$ cat config.mk
export PLATFORM = sky130hd
export DESIGN_NAME = dram_burst_writer
export DESIGN_NICKNAME = d
export VERILOG_FILES = /design/src/rtl/dram_axi_pkg.sv /design/src/rtl/dram_burst_writer.sv
export SDC_FILE = /design/constraint.sdc
export NUM_CORES = 1
export LEC_CHECK = 0
export CAP_MARGIN = 0
export CORE_MARGIN = 5
export CORE_UTILIZATION = 38
export CTS_CLUSTER_DIAMETER = 120
export DETAILED_ROUTE_END_ITERATION = 7
export PLACE_DENSITY = 0.78
export RECOVER_POWER = 100
export SLEW_MARGIN = 20
export SYNTH_ARGS = -nofsm -noshare
export SYNTH_HDL_FRONTEND = slang
export SYNTH_SLANG_ARGS = --single-unit
$ cat constraint.sdc
create_clock -name clk -period 2.2 [get_ports clk]
set_clock_uncertainty 0.1 [all_clocks]
set_input_delay 0.33 -clock clk [delete_from_list [all_inputs] [get_ports clk]]
set_output_delay 0.33 -clock clk [all_outputs]
set_load 0.1 [all_outputs]
$ cat src/rtl/dram_axi_pkg.sv
// Shared AXI4 constants, command-word layout and FSM state type for the DRAM burst writer.
package dram_axi_pkg;

    localparam logic [1:0] AXI_BURST_INCR = 2'b01;
    localparam logic [2:0] AXI_SIZE_4B    = 3'b010;
    localparam logic [1:0] AXI_RESP_OKAY  = 2'b00;
    localparam logic [3:0] AXI_CACHE_BUF  = 4'b0011;

    // The len field sits directly above the address field in the command word.
    localparam int unsigned CTRL_LEN_LSB = 32;

    function automatic int unsigned ctrl_len_lsb(input int unsigned addr_w);
        return addr_w;
    endfunction

    typedef enum logic [1:0] {
        IDLE,
        AW,
        W,
        B
    } state_e;

endpackage

$ cat src/rtl/dram_burst_writer.sv
// Turns each command from the command FIFO into one AXI4 INCR write burst fed from the data FIFO.
// One transaction at a time; progress count and sticky error flags for the control registers.
module dram_burst_writer
    import dram_axi_pkg::*;
#(
    parameter int unsigned ADDR_W  = 32,
    parameter int unsigned DATA_W  = 32,
    parameter int unsigned MAX_LEN = 64,
    parameter int unsigned AXI_ID  = 0
) (
    input  logic                       clk,
    input  logic                       rst,
    input  logic [8+ADDR_W-1:0]        ctrl_dout,
    input  logic                       ctrl_empty,
    output logic                       ctrl_rd_en,
    input  logic [DATA_W/8+DATA_W-1:0] data_dout,
    input  logic                       data_empty,
    output logic                       data_rd_en,
    output logic [3:0]                 m_awid,
    output logic [ADDR_W-1:0]          m_awaddr,
    output logic [7:0]                 m_awlen,
    output logic [2:0]                 m_awsize,
    output logic [1:0]                 m_awburst,
    output logic [3:0]                 m_awcache,
    output logic [2:0]                 m_awprot,
    output logic                       m_awvalid,
    input  logic                       m_awready,
    output logic [DATA_W-1:0]          m_wdata,
    output logic [DATA_W/8-1:0]        m_wstrb,
    output logic                       m_wlast,
    output logic                       m_wvalid,
    input  logic                       m_wready,
    input  logic [1:0]                 m_bresp,
    input  logic                       m_bvalid,
    output logic                       m_bready,
    output logic                       busy,
    output logic [31:0]                burst_cnt,
    output logic                       err_resp,
    output logic                       err_len,
    output logic                       err_4k
);

    localparam int unsigned LEN_LSB   = ctrl_len_lsb(ADDR_W);
    localparam int unsigned STRB_W    = DATA_W / 8;
    localparam logic [8:0]  MAX_LEN_W = 9'(MAX_LEN);

    state_e              state_q, state_d;
    logic [ADDR_W-1:0]   addr_q, addr_d;
    logic [7:0]          len_q, len_d;
    logic [7:0]          beat_q, beat_d;
    logic [31:0]         burst_cnt_q, burst_cnt_d;
    logic                err_resp_q, err_resp_d;
    logic                err_len_q, err_len_d;
    logic                err_4k_q, err_4k_d;

    logic [7:0]          cmd_len;
    logic [ADDR_W-1:0]   cmd_addr;
    logic [13:0]         burst_end;
    logic                last_beat;

    assign cmd_len   = ctrl_dout[LEN_LSB +: 8];
    assign cmd_addr  = ctrl_dout[ADDR_W-1:0];
    // Byte offset one past the final beat, relative to the enclosing 4 KB page.
    assign burst_end = {2'b00, addr_q[11:0]} + (14'(len_q) * 14'(STRB_W));
    assign last_beat = (beat_q == len_q - 8'd1);

    always_comb begin
        state_d     = state_q;
        addr_d      = addr_q;
        len_d       = len_q;
        beat_d      = beat_q;
        burst_cnt_d = burst_cnt_q;
        err_resp_d  = err_resp_q;
        err_len_d   = err_len_q;
        err_4k_d    = err_4k_q;
        ctrl_rd_en  = 1'b0;
        data_rd_en  = 1'b0;
        m_awvalid   = 1'b0;
        m_wvalid    = 1'b0;
        m_wlast     = 1'b0;
        m_bready    = 1'b0;

        unique case (state_q)
            IDLE: begin
                if (!ctrl_empty && !rst) begin
                    ctrl_rd_en = 1'b1;
                    addr_d     = cmd_addr;
                    len_d      = cmd_len;
                    beat_d     = '0;
                    if (cmd_len == 8'd0 || {1'b0, cmd_len} > MAX_LEN_W) begin
                        err_len_d = 1'b1;
                    end else begin
                        state_d = AW;
                    end
                end
            end
            AW: begin
                m_awvalid = 1'b1;
                if (m_awready) begin
                    state_d = W;
                    if (burst_end > 14'd4096) begin
                        err_4k_d = 1'b1;
                    end
                end
            end
            W: begin
                m_wvalid   = !data_empty;
                m_wlast    = last_beat;
                data_rd_en = !data_empty && m_wready;
                if (data_rd_en) begin
                    if (last_beat) begin
                        state_d = B;
                        beat_d  = '0;
                    end else begin
                        beat_d = beat_q + 8'd1;
                    end
                end
            end
            B: begin
                m_bready = 1'b1;
                if (m_bvalid) begin
                    burst_cnt_d = burst_cnt_q + 32'd1;
                    if (m_bresp != AXI_RESP_OKAY) begin
                        err_resp_d = 1'b1;
                    end
                    state_d = IDLE;
                end
            end
            default: state_d = IDLE;
        endcase
    end

    always_ff @(posedge clk) begin
        if (rst) begin
            state_q     <= IDLE;
            addr_q      <= '0;
            len_q       <= '0;
            beat_q      <= '0;
            burst_cnt_q <= '0;
            err_resp_q  <= 1'b0;
            err_len_q   <= 1'b0;
            err_4k_q    <= 1'b0;
        end else begin
            state_q     <= state_d;
            addr_q      <= addr_d;
            len_q       <= len_d;
            beat_q      <= beat_d;
            burst_cnt_q <= burst_cnt_d;
            err_resp_q  <= err_resp_d;
            err_len_q   <= err_len_d;
            err_4k_q    <= err_4k_d;
        end
    end

    assign m_awid    = 4'(AXI_ID);
    assign m_awaddr  = addr_q;
    assign m_awlen   = len_q - 8'd1;
    assign m_awsize  = AXI_SIZE_4B;
    assign m_awburst = AXI_BURST_INCR;
    assign m_awcache = AXI_CACHE_BUF;
    assign m_awprot  = '0;
    assign m_wdata   = data_dout[DATA_W-1:0];
    assign m_wstrb   = data_dout[DATA_W +: STRB_W];
    assign busy      = (state_q != IDLE);
    assign burst_cnt = burst_cnt_q;
    assign err_resp  = err_resp_q;
    assign err_len   = err_len_q;
    assign err_4k    = err_4k_q;

endmodule

# Yosys cells after proc, flatten, opt, wreduce, memory -nomap -nowiden
# Cells that the tools add are included.
# Widths: inputs -> output; s select.
# totals
reg_bits	85
wordCells	60
input_bits	85
# classes
n_mux	18
n_addsub	4
n_lt_le_gt_ge	2
eq_ne	10
n_reduce_logical	18
# ops
operator	count
$add 32x1->32 const B	1
$mux 8	3
$pmux 8 s2	1
$add 12x10->13	1
$gt 13x13->1 const B	1
$mux 2	6
$ne 2x2->1 const B	6
$reduce_and 3->1	4
$add 8x1->8 const B	1
$eq 8x8->1	1
$gt 8x7->1 const B	1
$logic_not 8->1	1
$pmux 2 s4	1
$sub 8x1->8 const B	1
$mux 1	7
$reduce_and 6->1	1
$reduce_bool 2->1	3
$eq 2x2->1 const B	2
$reduce_and 2->1	2
$logic_not 1->1	3
$eq 2x1->1 const B	1
$logic_and 1x1->1	2
$logic_not 2->1	1
$logic_or 1x1->1	1

# Depth between registers and ports, before layout
# logic_depth
ltp_word	5
ltp_mapped	9
mapped_depth_nobuf	9

# Worst setup path after synthesis
# No wires, ideal clock.
# synth_timing
kind	reg2out
start	register len_q[0]
end	output port m_wlast
required_ns	1.770
n_path_buf	0
setup_slack_ns	-1.915
stages_incl_launch_ff	8
arrival_ns	3.685
path_cell_list	dfxtp_1 -> inv_1 -> ha_1 -> nor3b_1 -> xnor2_1 -> a2111oi_4 -> nand4_1 -> nor2_1
# synth_via
elab_chain_len	3
# synth_rtl
item	line	source
from (decl)	dram_burst_writer.sv:49	logic [7:0] len_q, len_d;
from (signal assigned)	dram_burst_writer.sv:146	len_q <= len_d;
$sub 8x1->8	-	
via m_awlen[0]	dram_burst_writer.sv:21	output logic [7:0] m_awlen,
$eq 8x8->1	dram_burst_writer.sv:65	assign last_beat = (beat_q == len_q - 8'd1);
$mux 1	dram_burst_writer.sv:83	unique case (state_q)
to (decl)	dram_burst_writer.sv:30	output logic m_wlast,
# The timed path passes the listed nets, and every way through them passes these cells.

# Final worst setup path
# layout_timing
start	register len_q[0]
end	output port m_wlast
# layout_via
elab_chain_len	3
# layout_rtl
item	line
$sub 8x1->8	dram_burst_writer.sv:65
$eq 8x8->1	dram_burst_writer.sv:65
$mux 1	dram_burst_writer.sv:83
# Every way passes these cells.

==> results.py <==
metrics = {
    "outcome": {
        "status": "complete, but fails checks",
        "violations": "negative setup slack",
    },
    "placement": {
        "dp_hpwl_um": 10400,
        "gp_congestion": 0.841,
        "io_buffers": 130,
        "dp_slack_ps": -363,
        "post-place-cells": 903,
    },
    "setup_path": {
        "arrival_ps": 2300,
        "end_kind": "output port",
        "reg2reg_to": "err_4k$_SDFFE_PP0P_",
        "cp_max_fo": 5,
        "crit_required_ps": 1770,
        "startpoint_type": "flop",
        "r2r_start": "len_q[0]$_SDFFE_PP0P_",
        "ff2ff_setup_slack_ps": -280,
        "reg2regPathDepth": 11,
        "path_class": "flop to output port",
    },
    "synthesis": {
        "async_reset_ff_share_pct": 0,
        "ys_ff_latch": 85,
        "synthXorXnorAreaFrac_pct": 8.18,
        "syn_area_um2": 4770,
        "ys_warn_count": 0,
        "synthMuxAreaShare_pct": 0.236,
        "synth_fa_ha_area_share_pct": 4.35,
        "synth-simple-area-share_pct": 25.4,
        "synth_top_family_by_area": "simple AND/OR/NAND/NOR gates",
        "synth_edf_count": 0,
        "synth_largest_area_cell": "dfxtp_1",
        "netlist.area_leader.share_pct": 35.7,
        "synth_cell_types": 57,
        "synth_area_per_cell_um2": 8.09,
        "seq_area_frac_synth_pct": 35.7,
        "synth_top_flop_cell": "dfxtp_1",
        "synthTopCellsByArea": "dfxtp_1, buf_4, nand2b_1",
        "synth-compound-area-share_pct": 14.1,
        "netlist_instances": 590,
    },
    "finish": {
        "drive_gt1_share_pct": 37.2,
        "fin_nets": 859,
        "area_growth_pct": 47.6,
        "fin_util_pct": 56.5,
        "final_cells": 935,
        "n_antenna_cell": 0,
    },
    "clocking": {
        "cts_hold_buf": 0,
        "cts.sinks": 85,
        "clk_path_buf_depth": 2,
        "cts_tree": "done",
        "cts_buffers": 9,
        "clock_latency_ps": 340,
        "htree_levels": 3,
        "ctsRootBufferMaster": "clkbuf_16",
        "clkSlewWorstSetupHoldPaths_ps": 60,
    },
    "floorplanning": {
        "io_pins": 219,
        "rows": 41,
        "fp.coreArea_um2": 12500,
        "die_h_um": 122,
        "die_x_um": 122,
        "start_util_pct": 38.3,
        "die_area_um2": 14900,
    },
    "timing": {
        "slew_viol_final": 0,
        "finalSetupViolCount": 20,
        "max_freq_mhz": 366,
        "period_needed_ps": 2730,
        "min_period_over_period_pct": 124,
        "slew_headroom_pct": 62.4,
        "tightest_slew_ps": 566,
        "hold_violations": 0,
        "rsz0062_at_grt": "true",
        "timing.hold.ws_ps": 376,
        "fin_ws_ps": -530,
    },
    "routing": {
        "num_vias": 4679,
        "drc": 0,
        "firstDrtPassIters": 4,
        "post_drt_wl_per_cell_um": 15.0,
        "routed_wl_um": 14000,
        "ant_nets": 0,
        "viasPerCell": 5.00,
        "drt_iter0_markers": 224,
    },
    "global_route": {
        "grt_overflow_total": 0,
        "grt_pass1_wl_um": 22100,
        "grt_pass1_vias": 4666,
        "antenna_found_initial": 0,
        "globalRouteTotalUtil_pct": 18.3,
        "grt_max_degree": 56,
    },
    "min_path": {
        "min_from": "m_awaddr[12]$_SDFFE_PP0P_",
        "min_path_cells": 2,
        "min_path_type": "flop to flop",
        "holdPathEnd": "m_awaddr[12]$_SDFFE_PP0P_",
    },
    "power_and_ir_drop": {
        "fin_total_pwr_w": 0.00506,
        "p_leak_nw": 2.95,
        "powerDensity_nw_per_um2": 719,
        "irDropWorstVdd_v": 0.000364,
    },
    "job": {
        "drv_cap": 0,
    },
}
## registers in the layout, summed over array words and instances (netlist names)
signal	count
burst_cnt	32
m_awaddr	32
beat_q	8
len_q	8
state_q	2
err_4k	1
err_len	1
err_resp	1
## cells in the mapped netlist, drive strengths merged (2+ instances only)
cell type  instances
a41oi              3
o211ai             4
nor4               9
nor2b              3
nor2              48
conb               2
inv               23
or4                3
nand2b            42
a2111oi            2
o21ai             51
a211o              2
o221ai             2
ha                15
nand2             63
clkbuf            20
or3                8
a21o               4
o21bai             2
a211oi             2
and4               3
nand4             10
a21oi             23
or2                5
dfxtp             85
o31ai              4
o22ai              2
xnor2             16
and2               3
nor3               7
buf               55
xor2              26
and3               6
nand3             21
nor3b              2
## worst max path at each step
stage	startpoint	slack [ps]	depth (start not counted)	endpoint
4_1_cts	len_q[0]$_SDFFE_PP0P_	-450	8	m_wlast
3_5_place_dp	m_bvalid	-360	8	burst_cnt[29]$_SDFFE_PP0P_
6_report	len_q[0]$_SDFFE_PP0P_	-530	8	m_wlast
2_1_floorplan	len_q[0]$_SDFFE_PP0P_	-980	7	m_wlast
5_1_grt	len_q[0]$_SDFFE_PP0P_	-620	8	m_wlast
3_3_place_gp	m_bvalid	-320	8	burst_cnt[29]$_SDFFE_PP0P_
## stage by stage
stage,instance area (um2),TNS [ps]
after floorplan,5120,-7950
after global placement,6660,-2460
after detailed placement,6660,-3190
after CTS,7140,-1200
after global routing,7040,-6070
final,7040,-2680
## worst max-delay path, stage by stage, from the launching register on
cell	delay, ps
dfxtp_4	350
clkinvlp_4	80
ha_4	160
nor3b_4	250
xnor2_2	110
a2111oi_4	370
nand4_1	270
nor2_4	170
buf_12	180
## routing by layer
| metal | global-route usage, % | vias up | part of all wire (%) |
|---|---|---|---|
| met5 | 0 | - | 0 |
| met4 | 8.19 | 0 | 3.2 |
| met3 | 3.20 | 40 | 5.0 |
| met2 | 31.4 | 135 | 50 |
| met1 | 22.3 | 2222 | 41 |
| li1 | - | 2282 | - |
## kinds of logic after synthesis
logic type,count (synthesis)
and+or+nand+nor,236
AOI/OAI and AO/OA,109
buffers and inverters,98
DFF,85
xor gates and xnor gates,43
adders and majority gates,16
other,2
muxes,1
## placed cells by master, fill, tap and decap left out, drive strengths merged, types with 15 or more instances in the layout
master,n
a21oi,23
buf,91
clkbuf,89
clkdlybuf4s50,47
conb,16
dfxtp,85
ha,15
inv,25
nand2,63
nand2b,42
nand3,21
nor2,48
o21ai,51
xnor2,16
xor2,26
## what timing repair did
| action | in CTS | in global routing |
|---|---|---|
| setup buffers | 12 | 8 |
| gates cloned | 0 | 0 |
| resized for setup | 29 | 41 |
| hold endpoints to repair | 0 | 0 |
| endpoints found under the setup margin | 14 | 22 |
| pin swaps | 21 | 25 |
## where the power goes
group | total (W) | switching (W) | internal, W | leakage, nW
combinational | 0.00193 | 0.00130 | 0.000633 | 2.09
sequential | 0.00166 | 0.0000640 | 0.00160 | 0.716
clock | 0.00147 | 0.000685 | 0.000784 | 0.140
## cell type report
class	count	area, um2
Fill cell	1131	5420
Sequential cell	85	1790
Clock inverter	7	58.8
Multi-Input combinational cell	421	2960
Clock buffer	9	225
Timing Repair Buffer	218	1700
Inverter	23	90.1
Tap cell	172	215
Note: power is estimated with default switching activity, not from simulation.
